$ cat src/rtl/wb_arbiter_if.sv
// Write-back request/response bundle between the ALU/memory paths,
// the arbiter, and the register bank write port.
interface wb_arbiter_if;
    logic        alu_valid;
    logic        alu_ready;
    logic [3:0]  alu_dest;
    logic [15:0] alu_data;
    logic        mem_valid;
    logic        mem_ready;
    logic [3:0]  mem_dest;
    logic [15:0] mem_data;
    logic [15:0] wb_data;
    logic [15:0] reg_enable;
    logic        busy;

    modport master (
        output alu_valid, alu_dest, alu_data,
        output mem_valid, mem_dest, mem_data,
        input  alu_ready, mem_ready,
        input  wb_data, reg_enable, busy
    );

    modport slave (
        input  alu_valid, alu_dest, alu_data,
        input  mem_valid, mem_dest, mem_data,
        output alu_ready, mem_ready,
        output wb_data, reg_enable, busy
    );
endinterface

$ cat src/rtl/wb_arbiter.sv
// Write-back arbiter: one holding slot per source, memory-first
// priority with a starvation escape for the ALU.
module wb_arbiter #(
    parameter int STARVE_LIMIT = 4,
    parameter bit R0_READONLY  = 1'b0
) (
    input  logic        clk,
    input  logic        reset,
    wb_arbiter_if.slave bus
);
    localparam int CW = $clog2(STARVE_LIMIT) + 1;

    typedef enum logic {MEM_PRI, ALU_PRI} state_t;
    typedef enum logic [1:0] {G_NONE, G_ALU, G_MEM} grant_t;

    logic          r_alu_v;
    logic [3:0]    r_alu_dest;
    logic [15:0]   r_alu_data;
    logic          r_mem_v;
    logic [3:0]    r_mem_dest;
    logic [15:0]   r_mem_data;
    state_t        r_state;
    logic [CW-1:0] r_cnt;
    logic [15:0]   r_wb_data;
    logic [15:0]   r_reg_en;

    grant_t        w_grant;
    state_t        w_next_state;
    logic [CW-1:0] w_next_cnt;
    logic          w_alu_ready;
    logic          w_mem_ready;
    logic          w_alu_acc;
    logic          w_mem_acc;
    logic [3:0]    w_g_dest;
    logic [15:0]   w_g_data;
    logic [15:0]   w_g_en;

    // Grant looks only at the holds, so ready never depends on valid.
    always_comb begin
        w_grant = G_NONE;
        unique case (r_state)
            MEM_PRI: begin
                if (r_mem_v)      w_grant = G_MEM;
                else if (r_alu_v) w_grant = G_ALU;
            end
            ALU_PRI: begin
                if (r_alu_v)      w_grant = G_ALU;
                else if (r_mem_v) w_grant = G_MEM;
            end
            default: w_grant = G_NONE;
        endcase
    end

    assign w_alu_ready = !r_alu_v || (w_grant == G_ALU);
    assign w_mem_ready = !r_mem_v || (w_grant == G_MEM);
    assign w_alu_acc   = bus.alu_valid && w_alu_ready;
    assign w_mem_acc   = bus.mem_valid && w_mem_ready;

    always_comb begin
        w_g_dest = r_alu_dest;
        w_g_data = r_alu_data;
        if (w_grant == G_MEM) begin
            w_g_dest = r_mem_dest;
            w_g_data = r_mem_data;
        end
        w_g_en = 16'(1) << w_g_dest;
        if (R0_READONLY && (w_g_dest == 4'd0)) w_g_en = 16'h0000;
    end

    always_comb begin
        w_next_state = r_state;
        w_next_cnt   = r_cnt;
        unique case (r_state)
            MEM_PRI: begin
                if (w_grant == G_ALU) begin
                    w_next_cnt = '0;
                end else if (r_alu_v && (w_grant == G_MEM)) begin
                    if (r_cnt >= CW'(STARVE_LIMIT - 1)) w_next_state = ALU_PRI;
                    if (r_cnt < CW'(STARVE_LIMIT)) w_next_cnt = r_cnt + CW'(1);
                end
            end
            ALU_PRI: begin
                if (w_grant == G_ALU) begin
                    w_next_state = MEM_PRI;
                    w_next_cnt   = '0;
                end
            end
            default: w_next_state = MEM_PRI;
        endcase
    end

    always_ff @(posedge clk) begin
        if (reset) begin
            r_alu_v    <= 1'b0;
            r_alu_dest <= 4'd0;
            r_alu_data <= 16'h0000;
            r_mem_v    <= 1'b0;
            r_mem_dest <= 4'd0;
            r_mem_data <= 16'h0000;
            r_state    <= MEM_PRI;
            r_cnt      <= '0;
            r_wb_data  <= 16'h0000;
            r_reg_en   <= 16'h0000;
        end else begin
            r_state <= w_next_state;
            r_cnt   <= w_next_cnt;
            // A hold retiring this edge may be refilled on the same edge.
            if (w_alu_acc) begin
                r_alu_v    <= 1'b1;
                r_alu_dest <= bus.alu_dest;
                r_alu_data <= bus.alu_data;
            end else if (w_grant == G_ALU) begin
                r_alu_v <= 1'b0;
            end
            if (w_mem_acc) begin
                r_mem_v    <= 1'b1;
                r_mem_dest <= bus.mem_dest;
                r_mem_data <= bus.mem_data;
            end else if (w_grant == G_MEM) begin
                r_mem_v <= 1'b0;
            end
            if (w_grant != G_NONE) begin
                r_wb_data <= w_g_data;
                r_reg_en  <= w_g_en;
            end else begin
                r_reg_en  <= 16'h0000;
            end
        end
    end

    assign bus.alu_ready  = w_alu_ready;
    assign bus.mem_ready  = w_mem_ready;
    assign bus.wb_data    = r_wb_data;
    assign bus.reg_enable = r_reg_en;
    assign bus.busy       = r_alu_v | r_mem_v;
endmodule

$ cat src/flat_wrapper.sv
// flat-port wrapper written by rule: the top's interface ports become plain ports
module wb_arbiter_flat 
#(
    parameter int STARVE_LIMIT = 4,
    parameter bit R0_READONLY  = 1'b0
)
  (clk, reset, bus_alu_valid, bus_alu_dest, bus_alu_data, bus_mem_valid, bus_mem_dest, bus_mem_data, bus_alu_ready, bus_mem_ready, bus_wb_data, bus_reg_enable, bus_busy);
  wb_arbiter_if bus_i ();
  input  logic clk;
  input  logic reset;
  input wire logic [$bits(bus_i.alu_valid)-1:0] bus_alu_valid;
  input wire logic [$bits(bus_i.alu_dest)-1:0] bus_alu_dest;
  input wire logic [$bits(bus_i.alu_data)-1:0] bus_alu_data;
  input wire logic [$bits(bus_i.mem_valid)-1:0] bus_mem_valid;
  input wire logic [$bits(bus_i.mem_dest)-1:0] bus_mem_dest;
  input wire logic [$bits(bus_i.mem_data)-1:0] bus_mem_data;
  output wire logic [$bits(bus_i.alu_ready)-1:0] bus_alu_ready;
  output wire logic [$bits(bus_i.mem_ready)-1:0] bus_mem_ready;
  output wire logic [$bits(bus_i.wb_data)-1:0] bus_wb_data;
  output wire logic [$bits(bus_i.reg_enable)-1:0] bus_reg_enable;
  output wire logic [$bits(bus_i.busy)-1:0] bus_busy;
  assign bus_i.alu_valid = bus_alu_valid;
  assign bus_i.alu_dest = bus_alu_dest;
  assign bus_i.alu_data = bus_alu_data;
  assign bus_i.mem_valid = bus_mem_valid;
  assign bus_i.mem_dest = bus_mem_dest;
  assign bus_i.mem_data = bus_mem_data;
  assign bus_alu_ready = bus_i.alu_ready;
  assign bus_mem_ready = bus_i.mem_ready;
  assign bus_wb_data = bus_i.wb_data;
  assign bus_reg_enable = bus_i.reg_enable;
  assign bus_busy = bus_i.busy;
  wb_arbiter #(.STARVE_LIMIT(STARVE_LIMIT), .R0_READONLY(R0_READONLY)) u_core (.clk(clk), .reset(reset), .bus(bus_i));
endmodule
$ cat config.mk
export PLATFORM = sky130hd
export DESIGN_NAME = wb_arbiter_flat
export DESIGN_NICKNAME = d
export VERILOG_FILES = /design/src/rtl/wb_arbiter_if.sv /design/src/rtl/wb_arbiter.sv /design/src/flat_wrapper.sv
export SDC_FILE = /design/constraint.sdc
export NUM_CORES = 1
export LEC_CHECK = 0
export BUFFER_PORTS_ARGS = -buffer_cell sky130_fd_sc_hd__buf_2
export CAP_MARGIN = 25
export CORE_ASPECT_RATIO = 0.75
export CORE_UTILIZATION = 52
export DETAILED_ROUTE_END_ITERATION = 16
export PLACE_DENSITY = 0.83
export SLEW_MARGIN = 20
export SYNTH_ARGS = -nofsm -noshare
export SYNTH_HDL_FRONTEND = slang
export SYNTH_SLANG_ARGS = --single-unit
$ cat constraint.sdc
create_clock -name clk -period 1.7 [get_ports clk]
set_clock_uncertainty 0.1 [all_clocks]
set_input_delay 0.34 -clock clk [delete_from_list [all_inputs] [get_ports clk]]
set_output_delay 0.34 -clock clk [all_outputs]
set_load 0.05 [all_outputs]
---- Word-level counts from Yosys, hierarchy flattened ----
Index checks and enable logic that the tools add are counted.
operators by class
  bitwise logic cells ..................... 3
  shifts and indexed selects .............. 1
  divide/modulo/power cells ............... 0
  reduce and logical (&&, ||, !) cells .... 12
  eq/ne operators ......................... 5
  multipliers ............................. 0
  $lt $le $gt $ge ......................... 2
  mux-type cells .......................... 21
  add/subtract/negate cells ............... 1
operators with widths
  kind                    number
  $mux W16                1
  $shl A1 B4 Y16 const A  1
  $mux W3                 4
  $mux W1                 9
  $mux W2                 3
  $ne A3 B1 Y1 const B    2
  $pmux W3 S2             1
  $reduce_bool A2 Y1      3
  $mux W4                 1
  $pmux W2 S2             1
  $add A3 B1 Y3 const B   1
  $ge A3 B2 Y1 const B    1
  $logic_and A1 B1 Y1     3
  $lt A3 B3 Y1 const B    1
  $reduce_and A3 Y1       1
  $eq A2 B1 Y1 const B    1
  $eq A2 B2 Y1 const B    1
  $logic_not A1 Y1        2
  $logic_or A1 B1 Y1      2
  $ne A2 B2 Y1 const B    1
  $not A1 Y1              2
  $pmux W1 S2             1
  $reduce_or A2 Y1        1
  $or A1 B1 Y1            1
storage, ports and cells
  output and inout port bits .............. 35
  RAM bits ................................ 0
  bits in latches ......................... 0
  memory bits (read-only) ................. 0
  memories ................................ 0
  flip-flop bits (word level) ............. 78
  logic and storage cells ................. 55

---- Depth between registers and ports, before layout ----
  depth in word-level cells ............... 8
  mapped depth ............................ 6
  depth with buffers taken out ............ 5

---- Least setup slack after synthesis ----
Ideal clock, no wire load.
  path type ............................... register -> register
  start point ............................. reg u_core.r_mem_v
  end point ............................... reg u_core.r_mem_data[10]
  period minus slack after synthesis ...... 1767 ps
  path slack .............................. -67 ps
  arrival ................................. 1596 ps
  cell stages (with the launch flop) ...... 7
  cell sequence ........................... dfxtp_1 > buf_4 > and3_1 > inv_1 > clkbuf_1 > nand3_1 > a21oi_1
between the ends
  word-level cells in the longest chain between the ends .. 6
  elaborated cells between the ends (all ways) .. 8
  those cells by class .................... eq/ne (1); mux (4); reduce/logical (3)
ends and longest elaborated chain
  item                     line                RTL
  start, declared          wb_arbiter.sv:19    logic r_mem_v;
  start signal, assigned   wb_arbiter.sv:97    r_mem_v <= 1'b0;
  start signal, assigned   wb_arbiter.sv:116   r_mem_v <= 1'b1;
  start signal, assigned   wb_arbiter.sv:120   r_mem_v <= 1'b0;
  $mux W2                  wb_arbiter.sv:48    else if (r_mem_v) w_grant = G_MEM;
  $mux W2                  wb_arbiter.sv:47    if (r_alu_v) w_grant = G_ALU;
  $pmux W2 S2              wb_arbiter.sv:41    unique case (r_state)
  $eq A2 B2 Y1             wb_arbiter.sv:55    assign w_mem_ready = !r_mem_v || (w_grant == G_MEM);
  $logic_or A1 B1 Y1 (*)   wb_arbiter.sv:55
  net bus_mem_ready        flat_wrapper.sv:18  output wire logic [$bits(bus_i.mem_ready)-1:0] bus_mem_ready;
  $logic_and A1 B1 Y1 (*)  wb_arbiter.sv:57    assign w_mem_acc = bus.mem_valid && w_mem_ready;
  end signal, assigned     wb_arbiter.sv:118   r_mem_data <= bus.mem_data;
  end, declared            wb_arbiter.sv:21    logic [15:0] r_mem_data;
Mark *: on every way through the listed nets, which the timed path passes. The rest lies on a longest branch.
A chain may end at the register's enable or synchronous reset.

---- Worst setup path after layout ----
  start point ............................. reg u_core.r_mem_v
  end point ............................... out bus_mem_ready
between the ends
  word-level cells in the longest chain between the ends .. 5
  elaborated cells between the ends (all ways) .. 7
  those cells by class .................... eq/ne (1); mux (4); reduce/logical (2)
ends and longest elaborated chain
  item                    line
  $mux W2                 wb_arbiter.sv:48
  $mux W2                 wb_arbiter.sv:47
  $pmux W2 S2             wb_arbiter.sv:41
  $eq A2 B2 Y1            wb_arbiter.sv:55
  $logic_or A1 B1 Y1 (*)  wb_arbiter.sv:55
  end, declared           flat_wrapper.sv:18
Mark *: on every way between the ends. The rest lies on a longest branch, timed or not.

==> results.md <==
- Dominant cell type by area after synthesis: sky130_fd_sc_hd__dfxtp_1
- Width of the chip: approximately 90 µm
- Top library cells by usage in the layout, fill and taps aside: sky130_fd_sc_hd__buf_2, sky130_fd_sc_hd__dfxtp_1, sky130_fd_sc_hd__a21oi_1
- Areal power density over the cells: approximately 1100 mW/mm²
- Largest fanout on the critical path: 8
- Post-synthesis register bit count: a little under 80
- Clock sink count: 78
- Data arrival time of the critical path: around 1300 ps
- Source of the critical timing path: u_core.r_mem_v
- Layout cells sized above 1: 0.318
- Post-Route Setup TNS: 0 ps
- CTS Hold Bufs: 0
- Clock slew at the register clock pins of the worst setup and hold paths: ~80 ps
- DRT Wirelength: around 8000 µm
- Fin nets: about 460
- Number of antenna violations at the first check in global routing: 0
- Number of I/O port buffers: 78
- Iteration-0 DRC count of the detailed router: 219
- TritonRoute pass-1 iters: 5
- CTS H-Tree Depth: 3
- Worst setup SP type: flip-flop
- Total global routing overflow: 0
- Start of the worst register-to-register path: u_core.r_mem_v
- Number of cells produced by synthesis: around 340
- Depth of the worst register-to-register path: 3
- Remaining routing DRC violations: 0
- Vias in the first global route: 2593
- GRT Overall Usage: 0.271
- Inst Count DP: around 480
- Wire length of the first global-routing pass: about 13000 µm
- Endpoint required time on the critical path: about 1300 ps
- Largest delay share family, worst path: flip-flops
- Leakage component of the power: approximately 1.6 nW
- Crit path time final: about 1700 ps
- CTS Root Cell: sky130_fd_sc_hd__clkbuf_8
- Endpoint class of the critical path: output port
- Layout overhead on the synthesized area: 25.2%
- Worst slew margin relative to its limit: 0.542
- Number of hold violations in the final report: 0
- Maximum clock path buffer count: 2
- Final antenna-violating net count: 0
- Outcome: finished clean
- Kind of critical path: reg -> out
- Crit path largest cell delay: ~390 ps
- Rows: 23
- Placer Congestion: approximately 0.87
- Worst R2R End: u_core.bus.reg_enable[14]
- Syn nets: a little under 400
- Combined area of all synthesized cells: between 0.003 and 0.004 mm²
- Utilization after layout: 0.693
- Number of primary I/O pins: 79
- Buf+Inv Stages, Crit Path: 3
- Slack of the worst reg-to-reg path: 90 ps
- Netlist cell types: 32
- Die Footprint: between 0.006 and 0.007 mm²
- Worst vdd ir: 0.613 mV
- Critical path, cell by cell: buf_6 -> and3_4 -> inv_4 -> buf_8
- Drt wl/cell: approximately 16 µm
- Insertion delay of the later-clocked pin in the worst-skew pair: 350 ps
- Post-Layout Inst Area: about 0.0038 mm²
- Syn Area/Cell: between 8 and 9 µm²
- Max Clock Freq: a little under 600 MHz
- Clock tree from TritonCTS: yes
- Half-perimeter wire length of the detailed placement result: approximately 5400 µm
- Warnings from Yosys: 0
- Vias/cell: between 5 and 6
- Capturing element of the worst setup path: bus_mem_ready
- Post-CTS setup buffers: 0
- TritonCTS buffer count: 9
- Final std cells w/o fill: between 400 and 500
- Worst Tran Pin Value: about 670 ps
- Count of inserted antenna diode cells: 0
- Post-synth top area share: 0.516
- Area of the placeable core: 0.00547 mm²
- Unrepaired setup endpoints after global routing: yes
- Maximum number of pins on one net before global-route repair: 53
- Top cells by area in the synthesized netlist: sky130_fd_sc_hd__dfxtp_1, sky130_fd_sc_hd__a21oi_1, sky130_fd_sc_hd__o21ai_0
- Placed Instance Area: approximately 0.0035 mm²
- Worst hold-check path type: in -> reg
- Max-cap violations: 0
- Post-layout total power: around 0.0040 W
- Overall die height: a little under 70 µm
- Levels on crit path: 4
- Final number of setup-violating endpoints: 0
- Slowest CP cell: sky130_fd_sc_hd__dfxtp_4
- Via total after detailed routing: between 2000 and 3000
- Fraction of the yosys area taken by sequential cells: 0.516
- Pins over their slew limit: 0
- Period utilisation layout: 0.994
- Starting density of the core: 0.553
sequential cells by signal, indices dropped and copies added (netlist names):
name / cells
u_core.r_alu_dest: 4
u_core.bus.wb_data: 16
u_core.r_cnt: 3
u_core.r_mem_dest: 4
u_core.r_state: 1
u_core.bus.reg_enable: 16
u_core.r_mem_v: 1
u_core.r_mem_data: 16
u_core.r_alu_v: 1
u_core.r_alu_data: 16
cell usage after synthesis:
library cell,count
sky130_fd_sc_hd__nor4_1,21
sky130_fd_sc_hd__o221a_2,10
sky130_fd_sc_hd__or3_1,1
sky130_fd_sc_hd__mux2_2,2
sky130_fd_sc_hd__nand2b_1,1
sky130_fd_sc_hd__inv_1,6
sky130_fd_sc_hd__o21a_1,1
sky130_fd_sc_hd__a211o_1,1
sky130_fd_sc_hd__dfxtp_1,78
sky130_fd_sc_hd__a21oi_1,45
sky130_fd_sc_hd__a221oi_1,1
sky130_fd_sc_hd__ha_1,2
sky130_fd_sc_hd__buf_1,2
sky130_fd_sc_hd__nor2_1,22
sky130_fd_sc_hd__and3b_1,3
sky130_fd_sc_hd__buf_2,3
sky130_fd_sc_hd__nand3_1,42
sky130_fd_sc_hd__mux2_4,1
sky130_fd_sc_hd__mux2i_1,4
sky130_fd_sc_hd__a21boi_0,1
sky130_fd_sc_hd__nor3_1,15
sky130_fd_sc_hd__buf_6,1
sky130_fd_sc_hd__o21ai_0,43
sky130_fd_sc_hd__clkinv_1,1
sky130_fd_sc_hd__or2_2,1
sky130_fd_sc_hd__nor2b_1,3
sky130_fd_sc_hd__nand2_1,2
sky130_fd_sc_hd__a21bo_4,1
sky130_fd_sc_hd__and3_1,1
sky130_fd_sc_hd__a32oi_1,2
sky130_fd_sc_hd__clkbuf_1,24
sky130_fd_sc_hd__buf_4,2
worst min-delay path: cells and delay by family:
family                 cells  cell delay (ps)
AO/OA/AOI/OAI              1               50
AND/OR/NAND/NOR            1               50
buffers and inverters      1              100
area by class of cell:
cell class | instances | area [µm²]
Fill cell | 437 | 1680
Sequential cell | 78 | 1570
Multi-Input combinational cell | 226 | 1320
Timing Repair Buffer | 95 | 557
Clock buffer | 10 | 128
Tap cell | 75 | 93.8
Clock inverter | 6 | 86.3
Inverter | 7 | 31.3
stage by stage:
stage | hold slack, ps | worst slack [ps]
3_5_place_dp | 372 | 34.0
6_report | 136 | 10.8
2_1_floorplan | 334 | 144
4_1_cts | 122 | -40.7
3_3_place_gp | 363 | 99.3
5_1_grt | 131 | -41.1
kinds of logic (layout without fill, tap and decap cells):
| family | count (synthesis) | in the layout | synth area share |
|---|---|---|---|
| adders and majority gates | 2 | 2 | 0.00827 |
| AOI/OAI and AO/OA | 105 | 105 | 0.205 |
| buffers and inverters | 39 | 118 | 0.0546 |
| muxes | 7 | 7 | 0.0256 |
| and+or+nand+nor | 112 | 112 | 0.191 |
| DFF | 78 | 78 | 0.516 |
routing by layer:
layer,vias up,routed length [µm],share of wire,track usage
li1,1406,-,-,-
met1,1367,3650,0.46,0.360
met2,149,3590,0.45,0.433
met3,15,654,0.082,0.0844
met4,0,87,0.011,0.0706
met5,-,0,0,0
power by group:
group | internal [W] | switching [W] | leakage [nW]
clock | 0.000824 | 0.000656 | 0.106
combinational | 0.000195 | 0.000367 | 0.873
sequential | 0.00192 | 0.0000618 | 0.642
how the worst min path moves through the flow:
stage | from | slack [ps] | endpoint | depth (start not counted)
2_1_floorplan | u_core.r_alu_data[15] | 330 | u_core.bus.wb_data[15] | 1
3_3_place_gp | u_core.r_mem_data[13] | 360 | u_core.r_mem_data[13] | 2
3_5_place_dp | u_core.r_alu_data[7] | 370 | u_core.r_alu_data[7] | 2
4_1_cts | bus_mem_data[2] | 120 | u_core.r_mem_data[2] | 3
5_1_grt | bus_alu_dest[1] | 130 | u_core.r_alu_dest[1] | 3
6_report | bus_alu_data[11] | 140 | u_core.r_alu_data[11] | 3
timing repair:
action / in CTS / in global routing
endpoints found under the setup margin: 3 / 10
pin swaps: 0 / 0
resized for setup: 12 / 11
Power figures use the tool's default switching activity.
